File: src/rtl/sram_arbiter_pkg.sv
// Shared definitions for the two-port SRAM arbiter: FSM state encodings,
// requester port identifiers and the value read data rests at when idle.
package sram_arbiter_pkg;

  typedef enum logic [1:0] {
    ST_IDLE    = 2'h0,
    ST_GRANT_A = 2'h1,
    ST_GRANT_B = 2'h2
  } arb_state_t;

  localparam logic PORT_A = 1'b0;
  localparam logic PORT_B = 1'b1;

  // Read data is replicated from this bit whenever no completion is reported.
  localparam logic RD_IDLE_BIT = 1'b1;

endpackage

File: src/rtl/sram_arbiter_rr_select.sv
// Round-robin pick between two requesters. On a tie, the port that did not
// win last time is chosen; a single requester always wins.
module sram_arbiter_rr_select
  import sram_arbiter_pkg::*;
(
  input  logic i_a_req,
  input  logic i_b_req,
  input  logic i_last_grant,
  output logic o_valid,
  output logic o_pick
);

  // Combinational pick: tie goes to the port that is not the last winner.
  always_comb begin
    o_valid = i_a_req | i_b_req;
    o_pick  = PORT_A;
    if (i_a_req && i_b_req) begin
      o_pick = ~i_last_grant;
    end else if (i_b_req) begin
      o_pick = PORT_B;
    end else begin
      o_pick = PORT_A;
    end
  end

endmodule

File: src/rtl/sram_port_arbiter.sv
// Two-port round-robin arbiter in front of a single local SRAM port.
// Port A is the core side, port B the wishbone side. The grant is registered;
// the memory side is muxed combinationally from the granted port so a
// completion is reported in the same cycle the memory finishes.
// Optional macro SRAM_ARBITER_LOCK_EN adds a_lock/b_lock: a locked completion
// keeps the grant for back-to-back atomic sequences.
module sram_port_arbiter
  import sram_arbiter_pkg::*;
#(
  parameter int ADDRESS_WIDTH = 24,
  parameter int DATA_WIDTH    = 32
) (
  input  logic                      wb_clk_i,
  input  logic                      wb_rst_n_i,
  input  logic                      a_enable,
  input  logic                      a_writeEnable,
  input  logic [DATA_WIDTH/8-1:0]   a_byteSelect,
  input  logic [ADDRESS_WIDTH-1:0]  a_address,
  input  logic [DATA_WIDTH-1:0]     a_dataWrite,
  output logic [DATA_WIDTH-1:0]     a_dataRead,
  output logic                      a_busy,
  input  logic                      b_enable,
  input  logic                      b_writeEnable,
  input  logic [DATA_WIDTH/8-1:0]   b_byteSelect,
  input  logic [ADDRESS_WIDTH-1:0]  b_address,
  input  logic [DATA_WIDTH-1:0]     b_dataWrite,
  output logic [DATA_WIDTH-1:0]     b_dataRead,
  output logic                      b_busy,
`ifdef SRAM_ARBITER_LOCK_EN
  input  logic                      a_lock,
  input  logic                      b_lock,
`endif
  output logic                      mem_enable,
  output logic                      mem_writeEnable,
  output logic [DATA_WIDTH/8-1:0]   mem_byteSelect,
  output logic [ADDRESS_WIDTH-1:0]  mem_address,
  output logic [DATA_WIDTH-1:0]     mem_dataWrite,
  input  logic [DATA_WIDTH-1:0]     mem_dataRead,
  input  logic                      mem_busy
);

  localparam int BSEL_W = DATA_WIDTH / 8;
  localparam logic [DATA_WIDTH-1:0] RD_IDLE = {DATA_WIDTH{RD_IDLE_BIT}};

  arb_state_t r_state;
  logic       r_last_grant;

  logic w_pick_valid;
  logic w_pick;
  logic w_a_lock;
  logic w_b_lock;
  logic w_a_done;
  logic w_b_done;

`ifdef SRAM_ARBITER_LOCK_EN
  assign w_a_lock = a_lock;
  assign w_b_lock = b_lock;
`else
  assign w_a_lock = 1'b0;
  assign w_b_lock = 1'b0;
`endif

  // A completion needs the grant, a held request and a memory that is not busy.
  assign w_a_done = wb_rst_n_i & (r_state == ST_GRANT_A) & a_enable & ~mem_busy;
  assign w_b_done = wb_rst_n_i & (r_state == ST_GRANT_B) & b_enable & ~mem_busy;

  sram_arbiter_rr_select u_rr_select (
    .i_a_req      (a_enable),
    .i_b_req      (b_enable),
    .i_last_grant (r_last_grant),
    .o_valid      (w_pick_valid),
    .o_pick       (w_pick)
  );

  // Grant FSM: arbitrate in IDLE, hold the grant until completion or withdrawal.
  always_ff @(posedge wb_clk_i) begin
    if (!wb_rst_n_i) begin
      r_state      <= ST_IDLE;
      r_last_grant <= PORT_B;
    end else begin
      case (r_state)
        ST_IDLE: begin
          if (w_pick_valid) begin
            r_state <= (w_pick == PORT_A) ? ST_GRANT_A : ST_GRANT_B;
          end else begin
            r_state <= ST_IDLE;
          end
        end
        ST_GRANT_A: begin
          if (!a_enable) begin
            r_state <= ST_IDLE;
          end else if (!mem_busy && !w_a_lock) begin
            r_state      <= ST_IDLE;
            r_last_grant <= PORT_A;
          end else begin
            r_state <= ST_GRANT_A;
          end
        end
        ST_GRANT_B: begin
          if (!b_enable) begin
            r_state <= ST_IDLE;
          end else if (!mem_busy && !w_b_lock) begin
            r_state      <= ST_IDLE;
            r_last_grant <= PORT_B;
          end else begin
            r_state <= ST_GRANT_B;
          end
        end
        default: begin
          r_state <= ST_IDLE;
        end
      endcase
    end
  end

  // Memory-side mux and requester responses; everything is quiet during reset.
  always_comb begin
    mem_enable      = 1'b0;
    mem_writeEnable = 1'b0;
    mem_byteSelect  = {BSEL_W{1'b0}};
    mem_address     = {ADDRESS_WIDTH{1'b0}};
    mem_dataWrite   = {DATA_WIDTH{1'b0}};
    a_busy          = a_enable;
    b_busy          = b_enable;
    a_dataRead      = RD_IDLE;
    b_dataRead      = RD_IDLE;
    if (!wb_rst_n_i) begin
      mem_enable = 1'b0;
    end else begin
      case (r_state)
        ST_IDLE: begin
          a_busy = 1'b1;
          b_busy = 1'b1;
        end
        ST_GRANT_A: begin
          mem_enable      = a_enable;
          mem_writeEnable = a_enable & a_writeEnable;
          mem_address     = a_address;
          if (a_enable && a_writeEnable) begin
            mem_byteSelect = a_byteSelect;
            mem_dataWrite  = a_dataWrite;
          end else begin
            mem_byteSelect = {BSEL_W{1'b0}};
            mem_dataWrite  = {DATA_WIDTH{1'b0}};
          end
          a_busy     = mem_busy;
          a_dataRead = w_a_done ? mem_dataRead : RD_IDLE;
        end
        ST_GRANT_B: begin
          mem_enable      = b_enable;
          mem_writeEnable = b_enable & b_writeEnable;
          mem_address     = b_address;
          if (b_enable && b_writeEnable) begin
            mem_byteSelect = b_byteSelect;
            mem_dataWrite  = b_dataWrite;
          end else begin
            mem_byteSelect = {BSEL_W{1'b0}};
            mem_dataWrite  = {DATA_WIDTH{1'b0}};
          end
          b_busy     = mem_busy;
          b_dataRead = w_b_done ? mem_dataRead : RD_IDLE;
        end
        default: begin
          a_busy = a_enable;
          b_busy = b_enable;
        end
      endcase
    end
  end

endmodule
File: config.mk
export PLATFORM = sky130hd
export DESIGN_NAME = sram_port_arbiter
export DESIGN_NICKNAME = d
export VERILOG_FILES = /design/src/rtl/sram_arbiter_pkg.sv /design/src/rtl/sram_arbiter_rr_select.sv /design/src/rtl/sram_port_arbiter.sv
export SDC_FILE = /design/constraint.sdc
export NUM_CORES = 1
export LEC_CHECK = 0
export CAP_MARGIN = 20
export CORE_AREA = 2 2 110 112
export DETAILED_ROUTE_END_ITERATION = 7
export DIE_AREA = 0 0 112 114
export PLACE_DENSITY = 0.56
export REMOVE_ABC_BUFFERS = 1
export SETUP_SLACK_MARGIN = 0.4
export SYNTH_ARGS = -nofsm -noshare
export SYNTH_HDL_FRONTEND = slang
export SYNTH_SLANG_ARGS = --single-unit
File: constraint.sdc
create_clock -name wb_clk_i -period 2.33 [get_ports wb_clk_i]
set_clock_uncertainty 0.2 [all_clocks]
set_input_delay 0.466 -clock wb_clk_i [delete_from_list [all_inputs] [get_ports wb_clk_i]]
set_output_delay 0.466 -clock wb_clk_i [all_outputs]
set_load 0.02 [all_outputs]
; After elaboration in Yosys (flattened, before gate mapping)
; Index checks and enable logic that the tools add are counted.
[word_totals]
register_bits = 3
input_bits = 159
word_cells = 63
[classes]
eq_ne = 6
n_mux = 38
bitwise_logic = 11
reduce_logical = 6
[ops]
columns = cell, count
row1 = $mux W32, 9
row2 = $pmux W32 S2, 1
row3 = $pmux W24 S2, 1
row4 = $mux W24, 1
row5 = $mux W1, 12
row6 = $mux W4, 3
row7 = $pmux W1 S2, 5
row8 = $and A1 B1 Y1, 8
row9 = $mux W2, 4
row10 = $ne A2 B2 Y1 const B, 4
row11 = $pmux W4 S2, 1
row12 = $pmux W2 S3, 1
row13 = $reduce_and A5 Y1, 1
row14 = $logic_and A1 B1 Y1, 3
row15 = $eq A2 B1 Y1 const B, 1
row16 = $eq A2 B2 Y1 const B, 1
row17 = $logic_not A2 Y1, 1
row18 = $not A1 Y1, 2
row19 = $reduce_bool A2 Y1, 1
row20 = $or A1 B1 Y1, 1

; Logic depth before layout (Yosys ltp)
; Gate-level depths: netlist of the first run.
[logic_depth]
word_depth = 7
ltp_mapped = 7
depth_no_buf = 5

; Modules after synthesis
; A second synthesis of the first run with hierarchy kept.
[unflattened]
hier_cells = 253
area_unflattened_um2 = 1767.9
[modules_own_cells]
columns = module, instances, cells_each, area_per_inst_um2, seq_area_each_um2
row1 = sram_port_arbiter, 1, 251, 1754.2, 60.1
row2 = sram_arbiter_rr_select, 1, 2, 13.8, 0.0

; Worst setup path after synthesis of the first run
; Ideal clock, no wire load.
[synth_path]
path_type = reg2out
start = reg r_state[0]
end = out mem_dataWrite[10]
arrival_time_ns = 1.400
setup_slack_ns = 0.264
stages_incl_launch_ff = 8
path_buffers = 2
cell_sequence = dfxtp_1 -> inv_1 -> ha_1 -> and3_1 -> buf_4 -> buf_2 -> a22oi_1 -> nor2_1
[synth_between]
elab_chain_cells = 3
[synth_lines]
columns = item, line
row1 = start: declaration, sram_port_arbiter.sv:45  ; arb_state_t r_state;
row2 = start signal: assignment, sram_port_arbiter.sv:84  ; r_state <= (w_pick == PORT_A) ? ST_GRANT_A : ST_GRANT_B;
row3 = $eq A2 B2 Y1 or $eq A2 B1 Y1 (tied branches), sram_port_arbiter.sv:130  ; case (r_state)
row4 = $pmux W32 S2 (*), sram_port_arbiter.sv:130
row5 = $mux W32 (*), sram_port_arbiter.sv:127  ; if (!wb_rst_n_i) begin
row6 = end: declaration, sram_port_arbiter.sv:37  ; output logic [DATA_WIDTH-1:0] mem_dataWrite,
; Mark *: on every way between the ends. The rest lies on a longest branch, timed or not.

; Final worst setup path of the first run
[layout_path]
start = reg r_state[0]
end = out mem_dataWrite[17]
; The elaborated chain is that of the path after synthesis.

==> results of run 1 <==
==> kinds of logic (layout without fill, tap and decap cells) <==
logic type	after synthesis	in the layout
flops	3	3
compound gates	71	71
buf+inv	31	356
simple gates	140	140
fa+ha+maj	4	4
other cells	0	1
==> layer usage <==
metal  wire, um  vias up  GRT usage [%]
met4        245        0           4.72
met3       1290       18           4.94
met2       7000      199           38.1
li1           -     1532              -
met1       4440     1480           20.4
met5          0        -              0
==> cell type report <==
class | instances | share of cell area [%]
repair buffers | 347 | 65.6
multi-input cells | 215 | 28.4
well taps | 147 | 3.08
clock buffers | 4 | 1.32
flip-flops and latches | 3 | 1.13
inverters | 5 | 0.397
diodes | 1 | 0.0418
==> per-stage QoR <==
stage	TNS, ns	cell area, um^2
6_report	-0.0407	5980
4_1_cts	-0.0703	5910
2_1_floorplan	-51.70	1370
5_1_grt	-3.38	5980
3_3_place_gp	-71.86	4640
3_5_place_dp	-72.23	4640
==> cells in the final DEF, fill, tap and decap left out, types with 3 or more instances in the layout <==
cell / count
sky130_fd_sc_hd__a22oi_1: 3
sky130_fd_sc_hd__a22oi_2: 61
sky130_fd_sc_hd__inv_1: 3
sky130_fd_sc_hd__buf_16: 21
sky130_fd_sc_hd__clkdlybuf4s50_1: 152
sky130_fd_sc_hd__nand2_1: 3
sky130_fd_sc_hd__buf_12: 15
sky130_fd_sc_hd__buf_4: 76
sky130_fd_sc_hd__buf_6: 75
sky130_fd_sc_hd__dlygate4sd2_1: 3
sky130_fd_sc_hd__nor2_1: 63
sky130_fd_sc_hd__ha_4: 3
sky130_fd_sc_hd__or2_4: 6
sky130_fd_sc_hd__clkbuf_16: 3
sky130_fd_sc_hd__or2_1: 58
==> worst max path at each step <==
stage	cells past startpoint	end
global placement	6	mem_dataWrite[29]
floorplan	5	mem_byteSelect[0]
finish	8	mem_dataWrite[17]
detailed placement	6	mem_dataWrite[29]
global route	8	a_dataRead[1]
CTS	8	b_dataRead[18]
==> critical path: stages (launching register included) <==
cell and delay [ns]:
sky130_fd_sc_hd__dfxtp_4 0.35, sky130_fd_sc_hd__buf_6 0.12, sky130_fd_sc_hd__ha_4 0.16, sky130_fd_sc_hd__and3_4 0.19, sky130_fd_sc_hd__buf_12 0.16, sky130_fd_sc_hd__buf_16 0.14, sky130_fd_sc_hd__a22oi_2 0.13, sky130_fd_sc_hd__nor2_1 0.06
sky130_fd_sc_hd__buf_4 0.15
==> power by group through the flow <==
| stage | sequential [mW] | combinational (mW) | clock [mW] |
|---|---|---|---|
| floorplan | 0.0612 | 0.152 | 0 |
| global placement | 0.0620 | 0.555 | 0 |
| detailed placement | 0.0623 | 0.560 | 0 |
| CTS | 0.0632 | 0.764 | 0.277 |
| global route | 0.0644 | 0.820 | 0.286 |
| finish | 0.0637 | 0.775 | 0.271 |
==> what timing repair did <==
| item | CTS | global route |
|---|---|---|
| endpoints found under the setup margin | 128 | 128 |
| resized for setup | 823 | 18 |
| setup buffers | 17 | 2 |
| gates cloned | 23 | 0 |
| pin swaps | 80 | 36 |
==> registers in the layout, indices dropped and copies added, names as in the netlist <==
| name | count |
|---|---|
| r_state | 2 |
| r_last_grant | 1 |
==> tab_implementation.tex, run 1 <==
\begin{tabular}{lr}
\hline
Metric & Value \\
\hline
\multicolumn{2}{l}{\textbf{Power}} \\
\quad P\_sw & 0.341 mW \\
\quad Combinational share of power & 69.9\% \\
\quad Clock share of power & between 20\% and 30\% \\
\quad Power density normalized to cell area & between 150 and 200 mW/mm\^{}2 \\
\quad Internal power consumption & 0.769 mW \\
\quad Power consumption & approximately 1.1 mW \\
\quad Flop pwr share & approximately 5.7\% \\
\quad Sw Ratio & 30.7\% \\
\quad Worst IR drop on VDD & 0.000151 V \\
\quad Leakage Power & 2.28 nW \\
\multicolumn{2}{l}{\textbf{Worst setup path}} \\
\quad Setup slack on the worst flop-to-flop path & 0.53 ns \\
\quad Worst setup EP type & output pin \\
\quad Data arrival time at the worst-slack endpoint & around 1.7 ns \\
\quad Maximum fanout encountered on the critical timing path & 6 \\
\quad Startpoint-to-endpoint class of the critical path & reg -> out \\
\quad Endpoint of the worst register-to-register path & r\_last\_grant\$\_SDFFE\_PN1P\_ \\
\quad Logic depth of the worst register-to-register path & 7 \\
\quad WP data required & around 1.7 ns \\
\quad Launch point of the worst reg-to-reg path & r\_state[0]\$\_SDFF\_PN0\_ \\
\quad Startpoint type of the worst setup path & flop \\
\quad Worst setup path startpoint & r\_state[0]\$\_SDFF\_PN0\_ \\
\multicolumn{2}{l}{\textbf{Drt}} \\
\quad Post-detailed-route via-to-cell ratio & 4.47 \\
\quad Detailed Route Iter0 Violations & 80 \\
\quad Final wirelength & 13000 um \\
\quad Remaining number of nets flagged by the antenna check after routing & 0 \\
\quad DR DRC count & 0 \\
\quad Avg WL per Cell & about 18 um \\
\quad Router iterations before antenna repair & 5 \\
\quad Via count & 3229 \\
\multicolumn{2}{l}{\textbf{Clock tree}} \\
\quad Root Driver & sky130\_fd\_sc\_hd\_\_clkbuf\_16 \\
\quad CTS tree & yes \\
\quad Clk\_lat worst skew & 0.22 ns \\
\quad CTS buffer count & 3 \\
\quad CTS Sinks & 3 \\
\quad Number of buffers on the longest clock path & 2 \\
\quad Quantity of hold-fixing buffers added after cts & 0 \\
\quad H-Tree Depth & 1 \\
\quad Clock slew at reported path FFs & roughly 0.03 ns \\
\multicolumn{2}{l}{\textbf{Synth}} \\
\quad Fraction of the mapped netlist area in compound gates & approximately a third \\
\quad Primary flip-flop cell chosen by synthesis mapping & sky130\_fd\_sc\_hd\_\_dfxtp\_1 \\
\quad Xor-xnor portion of the synthesized cell area & 0\% \\
\quad Number of library cell types mapped by synthesis & 22 \\
\quad Post-synthesis sequential area ratio & between 4 and 5\% \\
\quad Yosys top cell by area & sky130\_fd\_sc\_hd\_\_a22oi\_1 \\
\quad Mean Syn Cell Area & roughly 6.0 um\^{}2 \\
\quad Synthesized netlist cell count & $\sim$250 \\
\quad Main area contributors after synthesis & sky130\_fd\_sc\_hd\_\_a22oi\_1 (32\%), sky130\_fd\_sc\_hd\_\_or2\_1 (27\%), sky130\_fd\_sc\_hd\_\_nor2\_1 (16\%) \\
\quad Fraction of the mapped netlist area in adder cells & 3.34\% \\
\quad Number of synthesis warnings & 0 \\
\quad Multiplexer share of the synthesized area & 0\% \\
\quad Mapped cell area & between 0.0015 and 0.002 mm\^{}2 \\
\quad Number of enable flip-flop cells after synthesis & 0 \\
\quad Largest family of logic cells by synthesized area & simple AND/OR/NAND/NOR gates \\
\quad Area share of and/or/nand/nor cells after synthesis & approximately 48\% \\
\quad Synthesized flop and latch total & 3 \\
\quad Async SR Flop Fraction & 0\% \\
\quad Share of the synthesized area in the top cell type & 32.0\% \\
\quad Most frequent cells after synthesis & sky130\_fd\_sc\_hd\_\_a22oi\_1 (64), sky130\_fd\_sc\_hd\_\_nor2\_1 (64), sky130\_fd\_sc\_hd\_\_or2\_1 (64), sky130\_fd\_sc\_hd\_\_buf\_2 (12), sky130\_fd\_sc\_hd\_\_clkbuf\_1 (7) \\
\multicolumn{2}{l}{\textbf{Floorplanning}} \\
\quad Number of rows in the core area & 40 \\
\quad Area of the die & 0.0128 mm\^{}2 \\
\quad Core footprint & 0.0117 mm\^{}2 \\
\quad Initial core utilization & between 10\% and 20\% \\
\quad Vertical die dimension & 114 um \\
\quad \# IOs & 287 \\
\quad Die X-Extent & 112 um \\
\multicolumn{2}{l}{\textbf{Run status}} \\
\quad Run status & finished, violations left \\
\quad Violated checks & setup timing \\
\multicolumn{2}{l}{\textbf{Place}} \\
\quad Worst Setup Slack post-DPL & -0.666 ns \\
\quad Final weighted congestion of routability-driven global placement & 0.841 \\
\quad Final HPWL from detailed placement & 8430 um \\
\quad DP Cell Count & 675 \\
\quad Number of buffer cells added on primary ports & 286 \\
\multicolumn{2}{l}{\textbf{Global routing}} \\
\quad Maximum number of pins on one net before global-route repair & 29 \\
\quad Global-route wire length before repair & 19500 um \\
\quad Global route total overflow & 0 \\
\quad Initial antenna violation count & 1 \\
\quad GRT Resource Usage Total & between 10\% and 20\% \\
\quad Via count of the first global-routing pass & $\sim$3500 \\
\multicolumn{2}{l}{\textbf{STA}} \\
\quad Unrepaired setup endpoints after global routing & yes \\
\quad Fin crit period & between 2 and 2.5 ns \\
\quad Post-route worst hold slack & 0.292 ns \\
\quad Achievable Freq & 426 MHz \\
\quad Endpoints failing hold & 0 \\
\quad Portion of the clock cycle consumed by the worst path in the final layout & 101\% \\
\quad Least setup slack across all paths after layout & -0.0153 ns \\
\quad Count of final setup violators & 5 \\
\quad Max Slew Vio Count & 0 \\
\quad Tightest Pin Transition & approximately 0.27 ns \\
\quad Headroom to the max-slew limit & between 80 and 90\% \\
\multicolumn{2}{l}{\textbf{Finish}} \\
\quad Filler cell count in the final layout & 1107 \\
\quad Share of layout cells above drive strength 1 & 48.1\% \\
\quad \# nets final & 738 \\
\quad Layout area overhead & 299\% \\
\quad Final standard cell count with taps included and fillers excluded & slightly above 700 \\
\quad Sequential cell area & 67.6 um\^{}2 \\
\quad Finished Core Util & 51.1\% \\
\quad Area of the multi-input gates & 0.00170 mm\^{}2 \\
\multicolumn{2}{l}{\textbf{Worst hold path}} \\
\quad Hold Crit Endpoint & r\_last\_grant\$\_SDFFE\_PN1P\_ \\
\quad Worst hold-check path type & reg -> reg \\
\quad Hold path start & r\_last\_grant\$\_SDFFE\_PN1P\_ \\
\quad Worst Hold Path Cells & 2 \\
\multicolumn{2}{l}{\textbf{Run}} \\
\quad Number of maximum-capacitance violations & 0 \\
\hline
\end{tabular}
No activity file was read; power rests on OpenSTA's default activity.
==> inputs of run 2 (changes only) <==
--- a/config.mk
+++ b/config.mk
@@ -5,7 +5,7 @@
 export SDC_FILE = /design/constraint.sdc
 export NUM_CORES = 1
 export LEC_CHECK = 0
-export CAP_MARGIN = 20
+export CAP_MARGIN = 10
 export CORE_AREA = 2 2 110 112
 export DETAILED_ROUTE_END_ITERATION = 7
 export DIE_AREA = 0 0 112 114
==> results of run 2 <==
Final layout, timing and power as in run 1 (identical DEF).
